===== src/rtl/frac_clk_pkg.sv =====
// Shared types and helpers for the fractional clock-enable monitor.
// Optional gap tracking is controlled by FRAC_CLK_MONITOR_GAP_EN (see frac_clk_monitor).
package frac_clk_pkg;

  typedef enum logic [0:0] {
    StIdle,
    StRun
  } state_e;

  // "No gap seen" markers; callers truncate to their own gap width.
  localparam logic [31:0] GAP_NONE_MIN = 32'hFFFF_FFFF;
  localparam logic [31:0] GAP_NONE_MAX = 32'd0;

  // Adds a single-bit increment, saturating at the all-ones value of a bits-wide field.
  function automatic logic [31:0] sat_add(input logic [31:0] a, input logic inc,
                                          input int unsigned bits);
    logic [31:0] max;
    max = (bits >= 32) ? 32'hFFFF_FFFF : ((32'd1 << bits) - 32'd1);
    return (inc && (a < max)) ? a + 32'd1 : a;
  endfunction

endpackage


===== src/rtl/frac_clk_monitor_if.sv =====
// Control/result bundle between a measurement controller and frac_clk_monitor.
// Gap ports stay present whether or not FRAC_CLK_MONITOR_GAP_EN is defined.
interface frac_clk_monitor_if #(
  parameter int unsigned COUNTER_BITS = 16,
  parameter int unsigned GAP_BITS     = 8
);
  logic                    start;
  logic                    stop;
  logic                    en;
  logic [COUNTER_BITS-1:0] window_len;
  logic [COUNTER_BITS-1:0] expected;
  logic [COUNTER_BITS-1:0] tolerance;
  logic                    busy;
  logic                    valid;
  logic [COUNTER_BITS-1:0] count;
  logic                    mismatch;
  logic [GAP_BITS-1:0]     min_gap;
  logic [GAP_BITS-1:0]     max_gap;

  modport master (
    output start, stop, en, window_len, expected, tolerance,
    input  busy, valid, count, mismatch, min_gap, max_gap
  );

  modport slave (
    input  start, stop, en, window_len, expected, tolerance,
    output busy, valid, count, mismatch, min_gap, max_gap
  );
endinterface


===== src/rtl/frac_clk_gap_tracker.sv =====
// Tracks spacing between consecutive en pulses and reports per-window min/max gaps.
// Only instantiated when FRAC_CLK_MONITOR_GAP_EN is defined.
module frac_clk_gap_tracker
  import frac_clk_pkg::*;
#(
  parameter int unsigned GAP_BITS = 8
) (
  input  logic                clk,
  input  logic                reset_n,
  input  logic                clear,
  input  logic                en,
  input  logic                window_end,
  output logic [GAP_BITS-1:0] min_gap,
  output logic [GAP_BITS-1:0] max_gap
);

  localparam logic [GAP_BITS-1:0] MinNone = GAP_BITS'(GAP_NONE_MIN);
  localparam logic [GAP_BITS-1:0] MaxNone = GAP_BITS'(GAP_NONE_MAX);

  logic                ref_valid_q, ref_valid_d;
  logic [GAP_BITS-1:0] gap_cnt_q, gap_cnt_d;
  logic [GAP_BITS-1:0] min_acc_q, min_acc_d, max_acc_q, max_acc_d;
  logic [GAP_BITS-1:0] min_gap_q, min_gap_d, max_gap_q, max_gap_d;
  logic [GAP_BITS-1:0] cur_min, cur_max;

  always_comb begin
    cur_min = min_acc_q;
    cur_max = max_acc_q;
    // gap_cnt_q holds cycles since the reference pulse, so it is the gap closed by this pulse
    if (en && ref_valid_q) begin
      if (gap_cnt_q < cur_min) cur_min = gap_cnt_q;
      if (gap_cnt_q > cur_max) cur_max = gap_cnt_q;
    end

    ref_valid_d = ref_valid_q | en;
    gap_cnt_d   = en ? GAP_BITS'(1) : GAP_BITS'(sat_add(32'(gap_cnt_q), 1'b1, GAP_BITS));
    min_acc_d   = cur_min;
    max_acc_d   = cur_max;
    min_gap_d   = min_gap_q;
    max_gap_d   = max_gap_q;

    if (clear) begin
      ref_valid_d = 1'b0;
      gap_cnt_d   = '0;
      min_acc_d   = MinNone;
      max_acc_d   = MaxNone;
    end else if (window_end) begin
      min_gap_d = cur_min;
      max_gap_d = cur_max;
      min_acc_d = MinNone;
      max_acc_d = MaxNone;
    end
  end

  always_ff @(posedge clk or negedge reset_n) begin
    if (!reset_n) begin
      ref_valid_q <= 1'b0;
      gap_cnt_q   <= '0;
      min_acc_q   <= MinNone;
      max_acc_q   <= MaxNone;
      min_gap_q   <= MinNone;
      max_gap_q   <= MaxNone;
    end else begin
      ref_valid_q <= ref_valid_d;
      gap_cnt_q   <= gap_cnt_d;
      min_acc_q   <= min_acc_d;
      max_acc_q   <= max_acc_d;
      min_gap_q   <= min_gap_d;
      max_gap_q   <= max_gap_d;
    end
  end

  assign min_gap = min_gap_q;
  assign max_gap = max_gap_q;

endmodule


===== src/rtl/frac_clk_monitor.sv =====
// Windowed rate checker for enable strobes: counts pulses per window and flags deviations.
// Define FRAC_CLK_MONITOR_GAP_EN to add min/max pulse-spacing measurement.
module frac_clk_monitor
  import frac_clk_pkg::*;
#(
  parameter int unsigned COUNTER_BITS = 16,
  parameter int unsigned GAP_BITS     = 8
) (
  input logic               clk,
  input logic               reset_n,
  frac_clk_monitor_if.slave mon
);

  state_e                  state_q, state_d;
  logic                    clear, latch, window_end;
  logic [COUNTER_BITS-1:0] wl_q, wl_d, exp_q, exp_d, tol_q, tol_d;
  logic [COUNTER_BITS-1:0] cyc_q, cyc_d, pcnt_q, pcnt_d, pcnt_inc;
  logic [COUNTER_BITS-1:0] count_q, count_d;
  logic [COUNTER_BITS:0]   diff;
  logic                    mis_calc, mismatch_q, mismatch_d, valid_q;

  always_ff @(posedge clk or negedge reset_n) begin
    if (!reset_n) state_q <= StIdle;
    else          state_q <= state_d;
  end

  always_comb begin
    state_d = state_q;
    unique case (state_q)
      StIdle:  if (mon.start && !mon.stop) state_d = StRun;
      StRun:   if (mon.stop) state_d = StIdle;
      default: state_d = StIdle;
    endcase
  end

  // Stop and restart both discard the partial window and take precedence over its end.
  always_comb begin
    clear      = 1'b1;
    latch      = 1'b1;
    window_end = 1'b0;
    if (state_q == StRun) begin
      clear      = mon.stop || mon.start;
      window_end = !clear && (cyc_q == wl_q - COUNTER_BITS'(1));
      latch      = mon.start || window_end;
    end
  end

  always_comb begin
    pcnt_inc = COUNTER_BITS'(sat_add(32'(pcnt_q), mon.en, COUNTER_BITS));
    if (pcnt_inc >= exp_q) diff = {1'b0, pcnt_inc} - {1'b0, exp_q};
    else                   diff = {1'b0, exp_q} - {1'b0, pcnt_inc};
    mis_calc = diff > {1'b0, tol_q};

    wl_d  = wl_q;
    exp_d = exp_q;
    tol_d = tol_q;
    if (latch) begin
      wl_d  = (mon.window_len == '0) ? COUNTER_BITS'(1) : mon.window_len;
      exp_d = mon.expected;
      tol_d = mon.tolerance;
    end

    if (clear || window_end) begin
      cyc_d  = '0;
      pcnt_d = '0;
    end else begin
      cyc_d  = cyc_q + COUNTER_BITS'(1);
      pcnt_d = pcnt_inc;
    end

    count_d    = window_end ? pcnt_inc : count_q;
    mismatch_d = window_end ? mis_calc : mismatch_q;
  end

  always_ff @(posedge clk or negedge reset_n) begin
    if (!reset_n) begin
      wl_q       <= COUNTER_BITS'(1);
      exp_q      <= '0;
      tol_q      <= '0;
      cyc_q      <= '0;
      pcnt_q     <= '0;
      count_q    <= '0;
      mismatch_q <= 1'b0;
      valid_q    <= 1'b0;
    end else begin
      wl_q       <= wl_d;
      exp_q      <= exp_d;
      tol_q      <= tol_d;
      cyc_q      <= cyc_d;
      pcnt_q     <= pcnt_d;
      count_q    <= count_d;
      mismatch_q <= mismatch_d;
      valid_q    <= window_end;
    end
  end

  assign mon.busy     = (state_q == StRun);
  assign mon.valid    = valid_q;
  assign mon.count    = count_q;
  assign mon.mismatch = mismatch_q;

`ifdef FRAC_CLK_MONITOR_GAP_EN
  frac_clk_gap_tracker #(
    .GAP_BITS (GAP_BITS)
  ) u_gap_tracker (
    .clk        (clk),
    .reset_n    (reset_n),
    .clear      (clear),
    .en         (mon.en),
    .window_end (window_end),
    .min_gap    (mon.min_gap),
    .max_gap    (mon.max_gap)
  );
`else
  assign mon.min_gap = GAP_BITS'(GAP_NONE_MIN);
  assign mon.max_gap = GAP_BITS'(GAP_NONE_MAX);
`endif

endmodule


===== src/flat_wrapper.sv =====
// flat-port wrapper written by rule: the top's interface ports become plain ports
module frac_clk_monitor_flat import frac_clk_pkg::*;
#(
  parameter int unsigned COUNTER_BITS = 16,
  parameter int unsigned GAP_BITS     = 8
)
  (clk, reset_n, mon_start, mon_stop, mon_en, mon_window_len, mon_expected, mon_tolerance, mon_busy, mon_valid, mon_count, mon_mismatch, mon_min_gap, mon_max_gap);
  frac_clk_monitor_if #(.COUNTER_BITS(COUNTER_BITS), .GAP_BITS(GAP_BITS)) mon_i ();
  input logic clk;
  input logic reset_n;
  input wire logic [$bits(mon_i.start)-1:0] mon_start;
  input wire logic [$bits(mon_i.stop)-1:0] mon_stop;
  input wire logic [$bits(mon_i.en)-1:0] mon_en;
  input wire logic [$bits(mon_i.window_len)-1:0] mon_window_len;
  input wire logic [$bits(mon_i.expected)-1:0] mon_expected;
  input wire logic [$bits(mon_i.tolerance)-1:0] mon_tolerance;
  output wire logic [$bits(mon_i.busy)-1:0] mon_busy;
  output wire logic [$bits(mon_i.valid)-1:0] mon_valid;
  output wire logic [$bits(mon_i.count)-1:0] mon_count;
  output wire logic [$bits(mon_i.mismatch)-1:0] mon_mismatch;
  output wire logic [$bits(mon_i.min_gap)-1:0] mon_min_gap;
  output wire logic [$bits(mon_i.max_gap)-1:0] mon_max_gap;
  assign mon_i.start = mon_start;
  assign mon_i.stop = mon_stop;
  assign mon_i.en = mon_en;
  assign mon_i.window_len = mon_window_len;
  assign mon_i.expected = mon_expected;
  assign mon_i.tolerance = mon_tolerance;
  assign mon_busy = mon_i.busy;
  assign mon_valid = mon_i.valid;
  assign mon_count = mon_i.count;
  assign mon_mismatch = mon_i.mismatch;
  assign mon_min_gap = mon_i.min_gap;
  assign mon_max_gap = mon_i.max_gap;
  frac_clk_monitor #(.COUNTER_BITS(COUNTER_BITS), .GAP_BITS(GAP_BITS)) u_core (.clk(clk), .reset_n(reset_n), .mon(mon_i));
endmodule

===== config.mk =====
export PLATFORM = sky130hd
export DESIGN_NAME = frac_clk_monitor_flat
export DESIGN_NICKNAME = d
export VERILOG_FILES = /design/src/rtl/frac_clk_pkg.sv /design/src/rtl/frac_clk_monitor_if.sv /design/src/rtl/frac_clk_gap_tracker.sv /design/src/rtl/frac_clk_monitor.sv /design/src/flat_wrapper.sv
export SDC_FILE = /design/constraint.sdc
export NUM_CORES = 1
export LEC_CHECK = 0
export BUFFER_PORTS_ARGS = -buffer_cell sky130_fd_sc_hd__buf_2
export CAP_MARGIN = 20
export CORE_UTILIZATION = 45
export DETAILED_ROUTE_END_ITERATION = 10
export PLACE_DENSITY_LB_ADDON = 0.15
export SLEW_MARGIN = 20
export SYNTH_ARGS = -nofsm -noshare
export SYNTH_HDL_FRONTEND = slang
export SYNTH_SLANG_ARGS = --single-unit

===== constraint.sdc =====
create_clock -name clk -period 8.3 [get_ports clk]
set_input_delay 0.415 -clock clk [delete_from_list [all_inputs] [get_ports clk]]
set_output_delay 0.415 -clock clk [all_outputs]
set_load 0.02 [all_outputs]

======== Word level (Yosys, flattened, before mapping) ========
Index checks and enable logic that the tools add are counted.
storage, ports and cells
  flip-flop bits (word level) ............. 99
operators by class
  add/subtract/negate cells ............... 5
  bitwise logic cells ..................... 1
  reduce and logical (&&, ||, !) cells .... 9
  equality and inequality tests ........... 1
  magnitude comparators ................... 3
  multiplexer cells ....................... 11
operator list
  cell                                                                   count
  16-bit 2-to-1 mux                                                      4
  16-bit by 16-bit subtractor with 17-bit output                         2
  16-bit by 1-bit adder with 16-bit output (second input constant)       2
  17-bit by 16-bit greater-than comparator with 1-bit output             1
  17-bit 2-to-1 mux                                                      1
  16-bit equality test                                                   1
  16-bit >= comparator                                                   1
  16-bit logical NOT                                                     1
  16-bit less-than comparator (second input constant)                    1
  16-bit by 1-bit subtractor with 16-bit output (second input constant)  1
  1-bit 2-to-1 mux                                                       5
  1-bit logical AND                                                      3
  1-bit logical OR                                                       3
  1-bit logical NOT                                                      2
  1-bit one-hot mux with 2 select lines                                  1
  1-bit NOT                                                              1

======== Depth between registers and ports, before layout ========
Gate-level depths: netlist of the first run.
  word-level depth ........................ 6
  mapped depth ............................ 29

======== Worst setup path after synthesis of the first run ========
No wires, ideal clock.
  path kind ............................... flip-flop to flip-flop
  from .................................... register u_core.pcnt_q[6]
  to ...................................... register u_core.mismatch_q, in the netlist u_core.mon.mismatch
  clock period less this slack ............ 6.148 ns
  arrival time ............................ 6.021 ns
  path slack .............................. 2.152 ns
  cell stages (with the launch flop) ...... 27
  cell sequence ........................... dfrtp_1 and3_1 nand4_1 or3_1 o21ai_0 nor3_1 nand3_1 xor2_1 inv_1 ha_1 buf_2 nand4_1 or2_2 o311ai_0 a2111oi_0 nor2_1 mux2_2 or4b_2 o311ai_0 ha_1 and4_1 nand3_1 or4_1 o21ai_0 a31oi_1 and3b_1 a21oi_1
between the ends
  longest elaborated chain between the ends .. 6
  elaborated cells on any way between the ends .. 9
  classes of those cells .................. 3 x add/sub; 3 x order compare; 2 x mux; 1 x reduce/logical
ends and longest elaborated chain
  element                                                                 RTL line                text
  start: declaration                                                      frac_clk_monitor.sv:17  logic [COUNTER_BITS-1:0] cyc_q, cyc_d, pcnt_q, pcnt_d, pcnt_inc;
  start signal: assignment                                                frac_clk_monitor.sv:90  pcnt_q <= pcnt_d;
  16-bit less-than comparator                                             frac_clk_pkg.sv:19      return (inc && (a < max)) ? a + 32'd1 : a;
  1-bit logical AND                                                       frac_clk_pkg.sv:19
  16-bit 2-to-1 mux (*)                                                   frac_clk_pkg.sv:19
  via u_core.pcnt_inc[13]                                                 frac_clk_monitor.sv:17
  16-bit by 16-bit subtractor with 17-bit output (tied with other cells)  frac_clk_monitor.sv:51  else diff = {1'b0, exp_q} - {1'b0, pcnt_inc};
  17-bit 2-to-1 mux (*)                                                   frac_clk_monitor.sv:50  if (pcnt_inc >= exp_q) diff = {1'b0, pcnt_inc} - {1'b0, exp_q};
  17-bit by 16-bit greater-than comparator with 1-bit output (*)          frac_clk_monitor.sv:52  mis_calc = diff > {1'b0, tol_q};
  end signal: assignment                                                  frac_clk_monitor.sv:92  mismatch_q <= mismatch_d;
  end: declaration                                                        frac_clk_monitor.sv:20  logic mis_calc, mismatch_q, mismatch_d, valid_q;
The timed path passes the listed nets; every way through them passes the cells marked *.
A chain may end at the register's enable or synchronous reset.

======== Worst setup path in the final report of the first run ========
Same ends and word-level chain as after synthesis.

==> results of run 1 <==
==> cell type report <==
type                       instances  area (um^2)  share of cell area
clock inverter                     4         55.1             0.00733
clock buffer                      12          246              0.0328
inverter                          56          210              0.0280
sequential                        99         2480               0.330
multi-input combinational        577         3890               0.518
timing repair buffer              76          395              0.0527
tap                              184          230              0.0307
==> cell families after synthesis <==
| logic type | share of synthesized area |
|---|---|
| AND/OR/NAND/NOR | 0.184 |
| multiplexers | 0.0425 |
| AO/OA/AOI/OAI | 0.152 |
| flip-flops | 0.363 |
| buffers and inverters | 0.0773 |
| other | 0.00110 |
| adder cells (fa/ha/maj) | 0.101 |
| XOR/XNOR | 0.0795 |
==> cell usage in the layout, fill, tap and decap left out, types with 24 or more instances in the layout <==
cell type / count
nor2_1: 24
o21ai_1: 25
nand2_1: 85
xnor2_1: 29
inv_1: 56
buf_2: 70
dfrtp_1: 98
xor2_1: 33
a21oi_1: 32
nor3_1: 42
o21ai_0: 46
ha_1: 52
==> through the flow <==
stage	worst slack [ns]	utilization
after floorplan	2.15	-
after global placement	1.72	0.490
after detailed placement	1.55	0.490
after CTS	1.50	0.511
after global routing	0.896	0.511
final	1.47	0.511
==> cells in the mapped netlist (11+ instances only) <==
master and number:
a21o_1 19, mux2i_1 11, dfrtp_1 98, buf_4 19
nand4_1 15, inv_1 56, nor2_1 25, mux2_1 14
buf_2 16, o21ai_0 46, a21oi_1 32, ha_1 52
clkbuf_1 15, o21ai_1 25, nand3_1 22, nand2_1 85
xor2_1 33, nor2b_1 12, nor3_1 42, xnor2_1 29
==> per-layer routing <==
metal  vias up  part of all wire
met1      2659              0.52
li1       2758                 -
met3        15             0.047
met5         -                 0
met4         0             0.011
met2       129              0.42
==> worst paths after layout <==
| path | startpoint | end | slack [ns] | cells past startpoint |
|---|---|---|---|---|
| worst max-delay path | u_core.pcnt_q[6] | u_core.mon.mismatch | 1.47 | 25 |
| worst min-delay path | reset_n | u_core.mon.valid | 0.12 | 1 |
| worst max register to register | u_core.pcnt_q[6] | u_core.mon.mismatch | 1.47 | 25 |
| worst min register to register | u_core.mon.count[10] | u_core.mon.count[10] | 0.49 | 2 |
| max in group asynchronous | reset_n | u_core.cyc_q[7] | 7.14 | 2 |
| min in group clk | mon_tolerance[7] | u_core.tol_q[7] | 0.26 | 3 |
==> where the power goes <==
part	internal, W	total [W]	switching [W]
logic	0.0000906	0.000230	0.000140
registers	0.000502	0.000521	0.0000181
clock network	0.000245	0.000437	0.000192
==> critical path, delay by kind of cell (launching register included) <==
family / cells / cell delay, ns
compound gates: 7 / 1.21
xor+xnor: 1 / 0.33
fa+ha+maj: 2 / 0.68
buf+inv: 1 / 0.08
flops: 1 / 0.39
mux: 1 / 0.38
simple gates: 13 / 3.63
==> flip-flops by register name, summed over array words and instances, names as in the netlist <==
name	flops
u_core.cyc_q	16
u_core.exp_q	16
u_core.mon.busy	1
u_core.mon.count	16
u_core.mon.mismatch	1
u_core.mon.valid	1
u_core.pcnt_q	16
u_core.tol_q	16
u_core.wl_q	16
==> impl_results.md, run 1 <==
- Failing checks: design-rule violations
- Yosys top cell area share: 0.359
- Final instance area: 0.00751 mm^2
- IO Count: 88
- #FFs+latches synth: 99
- IO buf count: 71
- Drt first pass iters: 8
- Worst-Skew Late Latency: 0.36 ns
- GRT met1 Usage: 0.345
- Antenna Violating Nets Remaining: 0
- Worst-path fanout max: 10
- Tcrit/Tclk final: 0.823
- Initial Util: 0.465
- Maxcap violations: 0
- Syn_area_per_cell: 8.85 um^2
- Maximum VDD drop: 0.0000961 V
- Post-synth EDFFs: 0
- Clock sink count: 99
- Maximum clock insertion buffer count: 2
- Post-synthesis sequential area ratio: 0.363
- Synth warn: 0
- Grt peak-use layer: met1
- Cell variety after synth: 67
- Post-Layout Cell Count: 1008
- Status: complete, but fails checks
- Diode count: 0
- Core area: 0.0147 mm^2
- Met2 Track Usage GR: 0.336
- DIE WIDTH: 125 um
- Top_reg_cell synth: dfrtp_1
- GR Overflow Total: 0
- Site Rows: 44
- Unrepaired setup endpoints after global routing: no
- TNS Setup: 0 ns
- First DRT Iteration DRCs: 308
- Share of layout cells above drive strength 1: 0.129
- Post-synthesis cell count: 772
- Post-DP Area: 0.00720 mm^2
- Min Hold Slack: 0.120 ns
- Final wirelength: 16800 um
- Crit. End Element: flop
- First-pass GRT wire length: 28300 um
- DRC violations left: 6
- Required time of the worst setup path: 8.53 ns
- Post-synth top area cell: dfrtp_1
- Clk slew on worst S/H paths: 0.07 ns
- Synth top area cells: dfrtp_1, ha_1, nand2_1
- Share of flip-flops with an asynchronous set or reset after synthesis: 1.00
- Initial antenna violation count: 0
- # setup viols final: 0
- Grt met3 use: 0.0321
- Synthesis-to-layout area growth: 9.85%
- Largest net degree at the start of global routing: 59
- Worst-Margin Slew: 0.946 ns
- DR vias/cell: 5.52
- Min Tclk post-route: 6.83 ns
- Pwr/cell area: 158 mW/mm^2
- Critical Path AT: 7.06 ns
- TritonCTS clock tree: yes
- Post-CTS Hold Fix Bufs: 0
- Vias in the first global route: 5489
- Total CTS buffers: 9
- Startpoint Class: flop
- Final nets: 926
- Pwr Total: 0.00119 W
- Mapped cell area: 0.00683 mm^2
- GR Util All Layers: 0.227
- Slowest CP cell: or4b_2
- DR WL/cell: 16.7 um
- Root Buffer: clkbuf_16
- Max stage delay on crit path: 0.60 ns
- Cell leakage power: 3.62 nW
- Gpl congestion: 0.840
- Hold crit path type: in2async
- Fmax: 0.146 GHz
- Relative slew slack: 0.365
- Dpl cells: 992
- H-tree depth: 3
- Vert. Die Dim: 125 um
- FILL cells: 1415
- Post-CTS setup buffers: 0
- Final HPWL DP: 12900 um
- CP Class: reg2reg
- Die area: 0.0157 mm^2
- Final Max Slew Viols: 0
- Worst clock skew: 0.0131 ns
- Post-CTS sizing: 0
- Vias post-DR: 5561
- Final Hold Fails: 0
No activity file was read; power rests on OpenSTA's default activity.
==> run 2, diff against run 1 <==
Clock period 8.3 ns to 6.8 ns, I/O delays scaled along.
==> run 2 against run 1 <==
- the run still ends with design-rule violations left
- non-clock buffer count grew 17
- worst setup slack got worse by 1.0 ns
- count of clock-buffer cells in the layout down 3
- die area unchanged
- via count is 0.67% higher
- sequential share of layout area down 0.55 points
- combinational power grew 23%
- wire length up 3.0%
- utilization increased by 0.87 points
- design area grew 1.7%
- final cell count increased by 1.7%
- flip-flop and latch count unchanged
==> impl_results.md, run 2 (synthesis gave the netlist of run 1 again) <==
- Status: complete, but fails checks (unchanged)
- Failing checks: design-rule violations (unchanged)
- Post-CTS Hold Fix Bufs: 0 (unchanged)
- Initial Util: 0.465 (unchanged)
- Worst clock skew: 0.0103 ns (was 0.0131 ns)
- Pwr/cell area: 187 mW/mm^2 (was 158 mW/mm^2)
- R2R depth: 25 (unchanged)
- CP Class: reg2reg (unchanged)
- Final Hold Fails: 0 (unchanged)
- Slowest CP cell: or4b_2 (unchanged)
- GR Util All Layers: 0.233 (was 0.227)
- IO Count: 88 (unchanged)
- Unrepaired setup endpoints after global routing: no (unchanged)
- Most frequent cells in the layout: dfrtp_1, nand2_1, buf_2, inv_1, ha_1 (unchanged)
- Commonest non-fill, non-tap cell in the layout: dfrtp_1 (unchanged)
- DIE WIDTH: 125 um (unchanged)
- GR Overflow Total: 0 (unchanged)
- Largest net degree at the start of global routing: 59 (unchanged)
- # setup viols final: 0 (unchanged)
- Relative slew slack: 0.321 (was 0.365)
- Clk slew on worst S/H paths: 0.08 ns (was 0.07 ns)
- Hold crit path type: in2async (unchanged)
- Share of layout cells above drive strength 1: 0.151 (was 0.129)
- Worst-path fanout max: 10 (unchanged)
- Antenna Violating Nets Remaining: 0 (unchanged)
- Fmax: 0.158 GHz (was 0.146 GHz)
- Drt first pass iters: 7 (was 8)
- Vert. Die Dim: 125 um (unchanged)
- Total CTS buffers: 9 (unchanged)
- Delay-heaviest family, CP: simple AND/OR/NAND/NOR gates (unchanged)
- First DRT Iteration DRCs: 302 (was 308)
- IO buf count: 71 (unchanged)
- Cell leakage power: 3.69 nW (was 3.62 nW)
- Clock sink count: 99 (unchanged)
- Vias in the first global route: 5440 (was 5489)
- Buffers & Inverters on Critical Path: 1 (unchanged)
- Diode count: 0 (unchanged)
- Crit. End Element: flop (unchanged)
- First-pass GRT wire length: 28500 um (was 28300 um)
- Dpl cells: 1009 (was 992)
- TritonCTS clock tree: yes (unchanged)
- Final wirelength: 17300 um (was 16800 um)
- Final nets: 943 (was 926)
- FF-to-FF Start: u_core.pcnt_q[6] (unchanged)
- Synthesis-to-layout area growth: 11.7% (was 9.85%)
- Maxcap violations: 0 (unchanged)
- Die area: 0.0157 mm^2 (unchanged)
- Tcrit/Tclk final: 0.931 (was 0.823)
- Post-CTS setup buffers: 0 (unchanged)
- Fin util: 0.519 (was 0.511)
- DR vias/cell: 5.46 (was 5.52)
- Min Tclk post-route: 6.33 ns (was 6.83 ns)
- FILL cells: 1399 (was 1415)
- Maximum VDD drop: 0.000137 V (was 0.0000961 V)
- DRC violations left: 6 (unchanged)
- Site Rows: 44 (unchanged)
- Startpoint Class: flop (unchanged)
- Vias post-DR: 5598 (was 5561)
- Final HPWL DP: 13500 um (was 12900 um)
- Reg-to-reg slack, setup: 0.47 ns (was 1.47 ns)
- Post-CTS sizing: 0 (unchanged)
- Final Max Slew Viols: 0 (unchanged)
- Critical Path AT: 6.56 ns (was 7.06 ns)
- Post-DP Area: 0.00733 mm^2 (was 0.00720 mm^2)
- DR WL/cell: 16.9 um (was 16.7 um)
- Post-Layout Cell Count: 1025 (was 1008)
- Initial antenna violation count: 0 (unchanged)
- Core area: 0.0147 mm^2 (unchanged)
- Final instance area: 0.00763 mm^2 (was 0.00751 mm^2)
- TNS Setup: 0 ns (unchanged)
- Maximum clock insertion buffer count: 2 (unchanged)
- Root Buffer: clkbuf_16 (unchanged)
- Worst-Margin Slew: 1.02 ns (was 0.946 ns)
- Worst-Skew Late Latency: 0.36 ns (about the same)
- Gpl congestion: 0.866 (was 0.840)
- Max stage delay on crit path: 0.59 ns (was 0.60 ns)
- Pwr Total: 0.00142 W (was 0.00119 W)
- Required time of the worst setup path: 7.03 ns (was 8.53 ns)
- R2R Path End: u_core.mon.mismatch (unchanged)
- H-tree depth: 3 (unchanged)
run 2: cell type report:
type | count | area (um^2) | area share
multi-input cells | 577 | 3910 | 0.512
flip-flops and latches | 99 | 2480 | 0.325
repair buffers | 93 | 523 | 0.0685
well taps | 184 | 230 | 0.0302
clock buffers | 9 | 225 | 0.0295
inverters | 56 | 210 | 0.0275
clock inverters | 7 | 60.1 | 0.00787
run 2: routing by layer:
layer	share of wire	global-route usage	wire, um
met1	0.52	0.365	9040
met2	0.42	0.335	7260
met3	0.048	0.0257	826
met4	0.011	0.0646	198
met5	0	0	0
run 2: where the power goes:
group	switching, W	leakage, nW	total [W]	internal, W
Combinational	0.000170	2.28	0.000282	0.000113
Sequential	0.0000215	1.28	0.000634	0.000613
Clock	0.000253	0.139	0.000508	0.000254
Total	0.000445	3.69	0.00142	0.000980
run 2: worst max path at each step:
stage | start | end | slack (ns) | cells after the start
final | u_core.pcnt_q[6] | u_core.mon.mismatch | 0.47 | 25
after global routing | u_core.pcnt_q[6] | u_core.mon.mismatch | 0.03 | 25
after CTS | u_core.pcnt_q[6] | u_core.mon.mismatch | 0.34 | 26
after detailed placement | u_core.pcnt_q[6] | u_core.mon.mismatch | 0.38 | 26
after global placement | u_core.pcnt_q[6] | u_core.mon.mismatch | 0.55 | 26
after floorplan | u_core.pcnt_q[6] | u_core.mon.mismatch | 0.65 | 26
run 2: metrics by stage:
step	hold slack (ns)	setup WS, ns
CTS	0.0727	0.344
finish	0.0377	0.470
global route	0.111	0.0288
detailed placement	0.460	0.378
floorplan	0.0444	0.652
global placement	0.444	0.555
run 2: worst register-to-register path: cells and delay by family, from the launching register on:
family | cells | cell delay (ns)
flip-flops | 1 | 0.41
XOR/XNOR | 1 | 0.23
AO/OA/AOI/OAI | 6 | 0.78
buffers and inverters | 1 | 0.07
adder cells (fa/ha/maj) | 2 | 0.68
AND/OR/NAND/NOR | 14 | 3.65
multiplexers | 1 | 0.36
